**config.mk**
```make
export PLATFORM = sky130hd
export DESIGN_NAME = id_ex_stage
export DESIGN_NICKNAME = d
export VERILOG_FILES = /design/src/rtl/id_ex_stage.sv
export SDC_FILE = /design/constraint.sdc
export NUM_CORES = 1
export LEC_CHECK = 0
export BUFFER_PORTS_ARGS = -buffer_cell sky130_fd_sc_hd__buf_2
export CORE_AREA = 3 3 149 151
export CTS_CLUSTER_SIZE = 16
export DETAILED_ROUTE_END_ITERATION = 8
export DIE_AREA = 0 0 152 154
export PLACE_DENSITY = 0.77
export SETUP_SLACK_MARGIN = 0.5
export SKIP_LAST_GASP = 1
export SYNTH_ARGS = -nofsm -noshare
export SYNTH_HDL_FRONTEND = slang
export SYNTH_SLANG_ARGS = --single-unit
```
**constraint.sdc**
```tcl
create_clock -name clk -period 5.03 [get_ports clk]
set_input_delay 0.7545 -clock clk [delete_from_list [all_inputs] [get_ports clk]]
set_output_delay 0.7545 -clock clk [all_outputs]
set_load 0.05 [all_outputs]
```
**src/rtl/id_ex_stage.sv**
```systemverilog
// Decode-to-execute pipeline register with write-back forwarding, load-use bubbles and branch flush.
// Optional macro IDEX_FWD_EN enables operand forwarding; without it any RAW match stalls instead.
module id_ex_stage #(
  parameter int XLEN = 32,
  parameter int REGW = 5
) (
  input  logic            clk,
  input  logic            rst,
  input  logic            id_valid,
  input  logic [XLEN-1:0] id_r1,
  input  logic [XLEN-1:0] id_r2,
  input  logic [REGW-1:0] id_rs1,
  input  logic [REGW-1:0] id_rs2,
  input  logic [REGW-1:0] id_rd,
  input  logic [XLEN-1:0] id_imm,
  input  logic [XLEN-1:0] id_pcp,
  input  logic [3:0]      id_aluop,
  input  logic            id_alusrc1,
  input  logic            id_alusrc2,
  input  logic [2:0]      id_b_control,
  input  logic            id_regwrite,
  input  logic            id_memread,
  input  logic            exm_regwrite,
  input  logic [REGW-1:0] exm_rd,
  input  logic [XLEN-1:0] exm_result,
  input  logic            mwb_regwrite,
  input  logic [REGW-1:0] mwb_rd,
  input  logic [XLEN-1:0] mwb_result,
  input  logic            stall_in,
  input  logic            b_sel,
  output logic            hazard_stall,
  output logic            ex_valid,
  output logic [XLEN-1:0] r1,
  output logic [XLEN-1:0] r2,
  output logic [XLEN-1:0] Imm,
  output logic [XLEN-1:0] PCp,
  output logic [3:0]      ALUOp,
  output logic            ALUSrc1,
  output logic            ALUSrc2,
  output logic [2:0]      b_control,
  output logic [REGW-1:0] ex_rd,
  output logic            ex_regwrite,
  output logic            ex_memread
);

  // Handshake: ex_valid marks a real instruction in EX; stall_in holds everything,
  // hazard_stall tells IF/ID to hold while this stage emits a bubble.
  typedef enum logic [1:0] {
    UPD_CLEAR,
    UPD_BUBBLE,
    UPD_HOLD,
    UPD_LOAD
  } upd_e;

  upd_e            upd;
  logic            load_use;
  logic [XLEN-1:0] r1_next;
  logic [XLEN-1:0] r2_next;

  function automatic logic raw_match(input logic we, input logic [REGW-1:0] rd,
                                     input logic [REGW-1:0] rs);
    return we && (rd != '0) && (rd == rs);
  endfunction

  assign load_use = id_valid & ex_valid & ex_memread & (ex_rd != '0) &
                    ((ex_rd == id_rs1) | (ex_rd == id_rs2));

`ifdef IDEX_FWD_EN
  assign hazard_stall = load_use;

  // EX/MEM is the newer result, so it is checked first.
  always_comb begin
    r1_next = id_r1;
    r2_next = id_r2;
    if (raw_match(exm_regwrite, exm_rd, id_rs1))      r1_next = exm_result;
    else if (raw_match(mwb_regwrite, mwb_rd, id_rs1)) r1_next = mwb_result;
    if (raw_match(exm_regwrite, exm_rd, id_rs2))      r2_next = exm_result;
    else if (raw_match(mwb_regwrite, mwb_rd, id_rs2)) r2_next = mwb_result;
  end
`else
  logic raw_any;
  logic unused_results;

  assign raw_any = raw_match(ex_valid & ex_regwrite, ex_rd, id_rs1) |
                   raw_match(ex_valid & ex_regwrite, ex_rd, id_rs2) |
                   raw_match(exm_regwrite, exm_rd, id_rs1) |
                   raw_match(exm_regwrite, exm_rd, id_rs2) |
                   raw_match(mwb_regwrite, mwb_rd, id_rs1) |
                   raw_match(mwb_regwrite, mwb_rd, id_rs2);

  assign hazard_stall   = load_use | (id_valid & raw_any);
  assign r1_next        = id_r1;
  assign r2_next        = id_r2;
  assign unused_results = ^{exm_result, mwb_result};
`endif

  // A branch flush outranks a downstream hold: the held bundle is on the wrong path.
  always_comb begin
    upd = UPD_LOAD;
    if (rst)               upd = UPD_CLEAR;
    else if (b_sel)        upd = UPD_BUBBLE;
    else if (stall_in)     upd = UPD_HOLD;
    else if (hazard_stall) upd = UPD_BUBBLE;
  end

  always_ff @(posedge clk) begin
    case (upd)
      UPD_CLEAR, UPD_BUBBLE: begin
        ex_valid    <= 1'b0;
        r1          <= '0;
        r2          <= '0;
        Imm         <= '0;
        PCp         <= '0;
        ALUOp       <= 4'b0000;
        ALUSrc1     <= 1'b0;
        ALUSrc2     <= 1'b0;
        b_control   <= 3'b000;
        ex_rd       <= '0;
        ex_regwrite <= 1'b0;
        ex_memread  <= 1'b0;
      end
      UPD_LOAD: begin
        ex_valid    <= id_valid;
        r1          <= r1_next;
        r2          <= r2_next;
        Imm         <= id_imm;
        PCp         <= id_pcp;
        ALUOp       <= id_aluop;
        ALUSrc1     <= id_alusrc1;
        ALUSrc2     <= id_alusrc2;
        b_control   <= id_b_control;
        ex_rd       <= id_rd;
        ex_regwrite <= id_regwrite;
        ex_memread  <= id_memread;
      end
      default: begin
        ex_valid    <= ex_valid;
        r1          <= r1;
        r2          <= r2;
        Imm         <= Imm;
        PCp         <= PCp;
        ALUOp       <= ALUOp;
        ALUSrc1     <= ALUSrc1;
        ALUSrc2     <= ALUSrc2;
        b_control   <= b_control;
        ex_rd       <= ex_rd;
        ex_regwrite <= ex_regwrite;
        ex_memread  <= ex_memread;
      end
    endcase
  end

endmodule

```
==> results of run 1 <==
-- final cells by class --
type,count,area share (%)
diodes,1,0.0252
clock buffers,17,4.28
clock inverters,15,1.23
multi-input cells,349,30.2
flip-flops and latches,145,43.8
well taps,275,3.46
repair buffers,323,17.0
-- registers in the layout, indices dropped and copies added (netlist names) --
| name | flops |
|---|---|
| ex_regwrite | 1 |
| PCp | 32 |
| ex_memread | 1 |
| b_control | 3 |
| Imm | 32 |
| ALUSrc1 | 1 |
| ex_rd | 5 |
| ALUSrc2 | 1 |
| r1 | 32 |
| ALUOp | 4 |
| r2 | 32 |
| ex_valid | 1 |
-- cell usage after synthesis --
master	number	area share (%)
xor2_1	26	2.9
nor4_4	3	0.83
o211ai_2	1	0.16
or2_2	2	0.16
a22oi_1	2	0.19
nand2b_1	145	12
nor4_1	35	2.8
a211oi_1	1	0.097
or4_1	2	0.19
edfxtp_1	145	56
nor4_2	107	17
o22ai_2	1	0.16
buf_2	16	1.0
nand2_1	3	0.15
xnor2_1	4	0.45
nand3_1	2	0.13
clkbuf_1	32	1.6
nor2_1	7	0.34
nor3_1	7	0.45
o2111ai_1	1	0.11
buf_6	6	0.87
buf_8	10	1.9
-- routing by layer --
metal  track usage, %  up-vias
met3             5.85       42
met1             21.5     2732
met2             26.7      290
met5                0        -
li1                 -     2657
met4             6.64        6
-- cells by family after synthesis --
kind of cell	after synthesis
xor+xnor	30
flops	145
simple gates	313
buf+inv	64
compound gates	6
-- worst max-delay path: cells and delay by family --
family	cells	cell delay (ps)
AOI/OAI and AO/OA	2	300
buffers and inverters	2	350
and+or+nand+nor	2	840
-- per-stage QoR --
step | total power (uW) | util, % | cell area, sq um
2_1_floorplan | 1900 | - | 7730
3_3_place_gp | 2070 | 44.8 | 9380
3_5_place_dp | 2080 | 44.8 | 9380
4_1_cts | 3300 | 47.4 | 9930
5_1_grt | 3380 | 47.4 | 9930
6_report | 3250 | 47.4 | 9930
-- power groups by stage --
stage / sequential (uW) / clock [uW] / combinational [uW]
final: 1430 / 1200 / 622
after CTS: 1430 / 1240 / 628
after global routing: 1430 / 1290 / 658
after global placement: 1450 / 0 / 624
after floorplan: 1730 / 0 / 169
after detailed placement: 1450 / 0 / 627
-- worst paths after layout --
check | cells past startpoint | start | end | slack [ps]
min reg2reg | 4 | ex_valid | PCp[14] | 1330
min | 3 | id_memread | ex_memread | 690
max | 6 | mwb_rd[1] | hazard_stall | 2020
max reg2reg | 6 | ex_rd[2] | Imm[25] | 2420
==> impl_metrics.tcl, run 1 <==
set metrics [dict create \
    ys_ff_latch 145 \
    clk_latency_ps 410 \
    cp_data_required_time_ps 4280 \
    crit_path_frequent_cell "buf_2" \
    drv_cap 0 \
    dieHeight_microns 154 \
    p_switching_uw 1040 \
    finalNonFillerCells 1125 \
    rows 53 \
    dr.first_iter.drc_count 362 \
    ys_warn_count 0 \
    start_util_pct 36.9 \
    synth_xor_area_share_pct 3.40 \
    vias_per_cell 5.09 \
    fin_crit_ps 3010 \
    synth_fa_ha_area_share_pct 0 \
    endpoint_kind "primary output" \
    hold_viol 0 \
    worst_pin_slew_ps 1140 \
    status "finished clean" \
    rsz0062_at_grt "no" \
    antenna_found_initial 4 \
    top_layer_used "met5" \
    p_seq_share_pct 43.9 \
    slew_headroom_pct 24.1 \
    cpPeakStageDelay_ps 530 \
    wl_per_cell_microns 18.3 \
    first_pass_iters 4 \
    postCtsSetupRepairBufs 0 \
    synth-compound-area-share_pct 0.728 \
    cp.arrival_ps 2250 \
    cts_buffer_depth 2 \
    syn_inst 558 \
    p_clk_share_pct 37.0 \
    crit_type "primary input to primary output" \
    place.port_buffers 316 \
    max_freq_ghz 0.332 \
    ir_drop_uv 199 \
    setup_viol 0 \
    multi_input_area_sq_um 3000 \
    grt_pass1_vias 5638 \
    internal-power_uw 2220 \
    cts_tree "done" \
    drc 0 \
    synth_simple_gate_area_share_pct 34.1 \
    register_area_sq_um 4350 \
    hp-class "primary input to flip-flop" \
    numCtsBuffers 17 \
    wl_met1_microns 8470 \
    synth_top_family_by_area "simple AND/OR/NAND/NOR gates" \
    setup_slack_ps 2020 \
    cts_resized 0 \
    fin_nets 1071 \
    powerDensity_nw_per_um2 327 \
    coreArea_sq_um 21000 \
    vias 5727 \
    areaGrowthSynthToFinish_pct 28.5 \
    htree_levels 4 \
    grt_max_degree 146 \
    comb_power_share_pct 19.1 \
    finalSetupTns_ps 0 \
    dp_cells 1092 \
    synth_nets 793 \
    hpwlAfterDp_microns 13200 \
    finalClockSkew_ps 11.0 \
    final_common_cell "buf_2" \
    path_clk_slew_ps 70 \
    path_cells "buf_2 -> or4_1 -> o211ai_2 -> o22ai_4 -> or2_2 -> buf_2" \
    p_leak_uw 0.00407 \
    post-place-ws_ps 1990 \
    setup.worst_path.start_class "primary input" \
    crit_path_max_fanout 3 \
    synthMuxAreaShare_pct 0 \
    wl_microns 20600 \
    die_w_microns 152 \
    avgSynthCellArea_sq_um 13.9 \
    clock_sink_count 145 \
    met2WireLength_microns 9770 \
    num-fill-cells 1888 \
    grt_pass1_wl_microns 31900 \
    root_buffer "clkbuf_16" \
    slew_viol_final 0 \
    io_pins 381 \
    place.gp.congestion 0.839 \
    dr_wl_met3_microns 1710 \
    sw_frac_of_total_pct 31.9 \
    synth-seq-area-share_pct 56.3 \
    syn_area_sq_um 7730 \
    globalRoute.totalOverflow 0 \
    final_cell_mix "buf_2 (315), edfxtp_1 (145), nand2b_1 (145)" \
    holdBufCountCts 0 \
    synth_cell_types 22 \
    fp.dieArea_sq_um 23400 \
    grt_use_total_pct 16.9 \
    detail-route-antenna-nets 0 \
    worst_hold_slack_ps 689 \
    crit_slowest_cell "or4_1" \
    fin_crit_sh_pct 59.8 \
    drive_gt1_share_pct 55.4 \
]
No activity file was read; power rests on OpenSTA's default activity.
==> inputs of run 2 (changes only) <==
Clock period 5.03 ns to 3.11 ns, I/O delays scaled along.
==> impl_metrics.tcl, run 2 (synthesis results as in run 1) <==
set metrics [dict create \
    crit_slowest_cell "edfxtp_1" \
    wl_microns 20900 \
    dieHeight_microns 154 \
    place.gp.congestion 0.843 \
    final_common_cell "buf_2" \
    n_antenna_cell 0 \
    ir_drop_uv 319 \
    cpPeakStageDelay_ps 470 \
    areaGrowthSynthToFinish_pct 31.3 \
    dp_cells 1103 \
    globalRoute.totalOverflow 0 \
    num-fill-cells 1868 \
    finalClockSkew_ps 11.8 \
    p_leak_uw 0.00417 \
    hold_viol 0 \
    post_dp_cell_area_sq_um 9540 \
    grt_max_degree 146 \
    gr-max-usage-layer "met2" \
    fin_util_pct 48.4 \
    gr-usage-met3_pct 6.28 \
    crit_type "flip-flop to primary output" \
    setup_viol 0 \
    slew_viol_final 0 \
    rsz0062_at_grt "no" \
    slew_headroom_pct 49.2 \
    max_freq_ghz 0.405 \
    fin_crit_ps 2470 \
    fin_crit_sh_pct 79.4 \
    setup.worst_path.start_class "flip-flop" \
    hpwlAfterDp_microns 13800 \
    grt_pass1_vias 5771 \
    post-place-ws_ps 671 \
    start_util_pct 36.9 \
    die_w_microns 152 \
    place.port_buffers 316 \
    drive_gt1_share_pct 56.0 \
    hp-class "primary input to flip-flop" \
    io_pins 381 \
    endpoint_kind "primary output" \
    path_cells "xor2_1 -> nor3_1 -> a22oi_2 -> o22ai_4 -> or2_2 -> buf_6" \
    coreArea_sq_um 21000 \
    rows 53 \
    numCtsBuffers 17 \
    cts_tree "done" \
    grt_use_met2_pct 28.3 \
    setup_slack_ps 639 \
    wl_per_cell_microns 18.4 \
    postCtsSetupRepairBufs 0 \
    post-route-cell-area_sq_um 10100 \
    clk_latency_ps 410 \
    final_cell_mix "buf_2 (314), edfxtp_1 (145), nand2b_1 (145)" \
    drv_cap 0 \
    cp.arrival_ps 2000 \
    crit_path_max_fanout 4 \
    grt_use_total_pct 17.1 \
    holdBufCountCts 0 \
    clock_sink_count 145 \
    status "finished clean" \
    cts_buffer_depth 2 \
    grt_pass1_wl_microns 32400 \
    multi_input_area_sq_um 3000 \
    first_pass_iters 5 \
    fin_nets 1082 \
    dr.first_iter.drc_count 410 \
    htree_levels 4 \
    worst_pin_slew_ps 761 \
    path_clk_slew_ps 70 \
    drc 0 \
    finalNonFillerCells 1135 \
    antenna_found_initial 3 \
    vias_per_cell 5.03 \
    r2r-start "ex_rd[2]" \
    root_buffer "clkbuf_16" \
    hp-start "id_memread" \
    crit_start "ex_rd[4]" \
    detail-route-antenna-nets 0 \
    cp_data_required_time_ps 2640 \
    fp.dieArea_sq_um 23400 \
    vias 5706 \
    met1_usage_pct 21.2 \
    register_area_sq_um 4350 \
    powerDensity_nw_per_um2 537 \
    finalSetupTns_ps 0 \
]
-- run 2: worst paths after layout --
check | to | slack [ps] | cells after the start
worst max-delay path | hazard_stall | 640 | 6
worst max register to register | r1[27] | 800 | 7
worst min register to register | PCp[12] | 1180 | 4
worst min-delay path | ex_memread | 410 | 3
-- run 2: area by class of cell --
| type | count | area share, % |
|---|---|---|
| clock buffers | 17 | 4.19 |
| clock inverters | 15 | 1.69 |
| multi-input cells | 349 | 29.6 |
| flip-flops and latches | 145 | 42.9 |
| well taps | 275 | 3.39 |
| repair buffers | 334 | 18.2 |
-- run 2: layer usage --
layer  up-vias  share of wire (%)  wire [microns]
met5         -               0.13              28
met2       254                 49           10100
met3        27                9.0            1870
met4         6                1.6             327
li1       2673                  -               -
met1      2746                 41            8480
-- run 2: timing repair --
item | in CTS | in global routing
setup endpoints to repair | 1 | 1
gates resized for setup | 1 | 3
pin swaps | 0 | 2
-- run 2: critical path, delay by kind of cell, from the launching register on --
| family | cells | cell delay (ps) |
|---|---|---|
| DFF | 1 | 470 |
| and+or+nand+nor | 2 | 380 |
| AOI/OAI and AO/OA | 2 | 370 |
| xor gates and xnor gates | 1 | 200 |
| buffers and inverters | 1 | 160 |
-- run 2: power by group --
group	internal (uW)	switching, uW
logic	283	744
registers	2270	35.9
clock network	1210	908
-- run 2: stage by stage --
stage          total power [uW]  hold WS [ps]
4_1_cts                    5510           383
6_report                   5450           409
3_3_place_gp               3370           826
3_5_place_dp               3380           832
5_1_grt                    5650           398
2_1_floorplan              3070           719
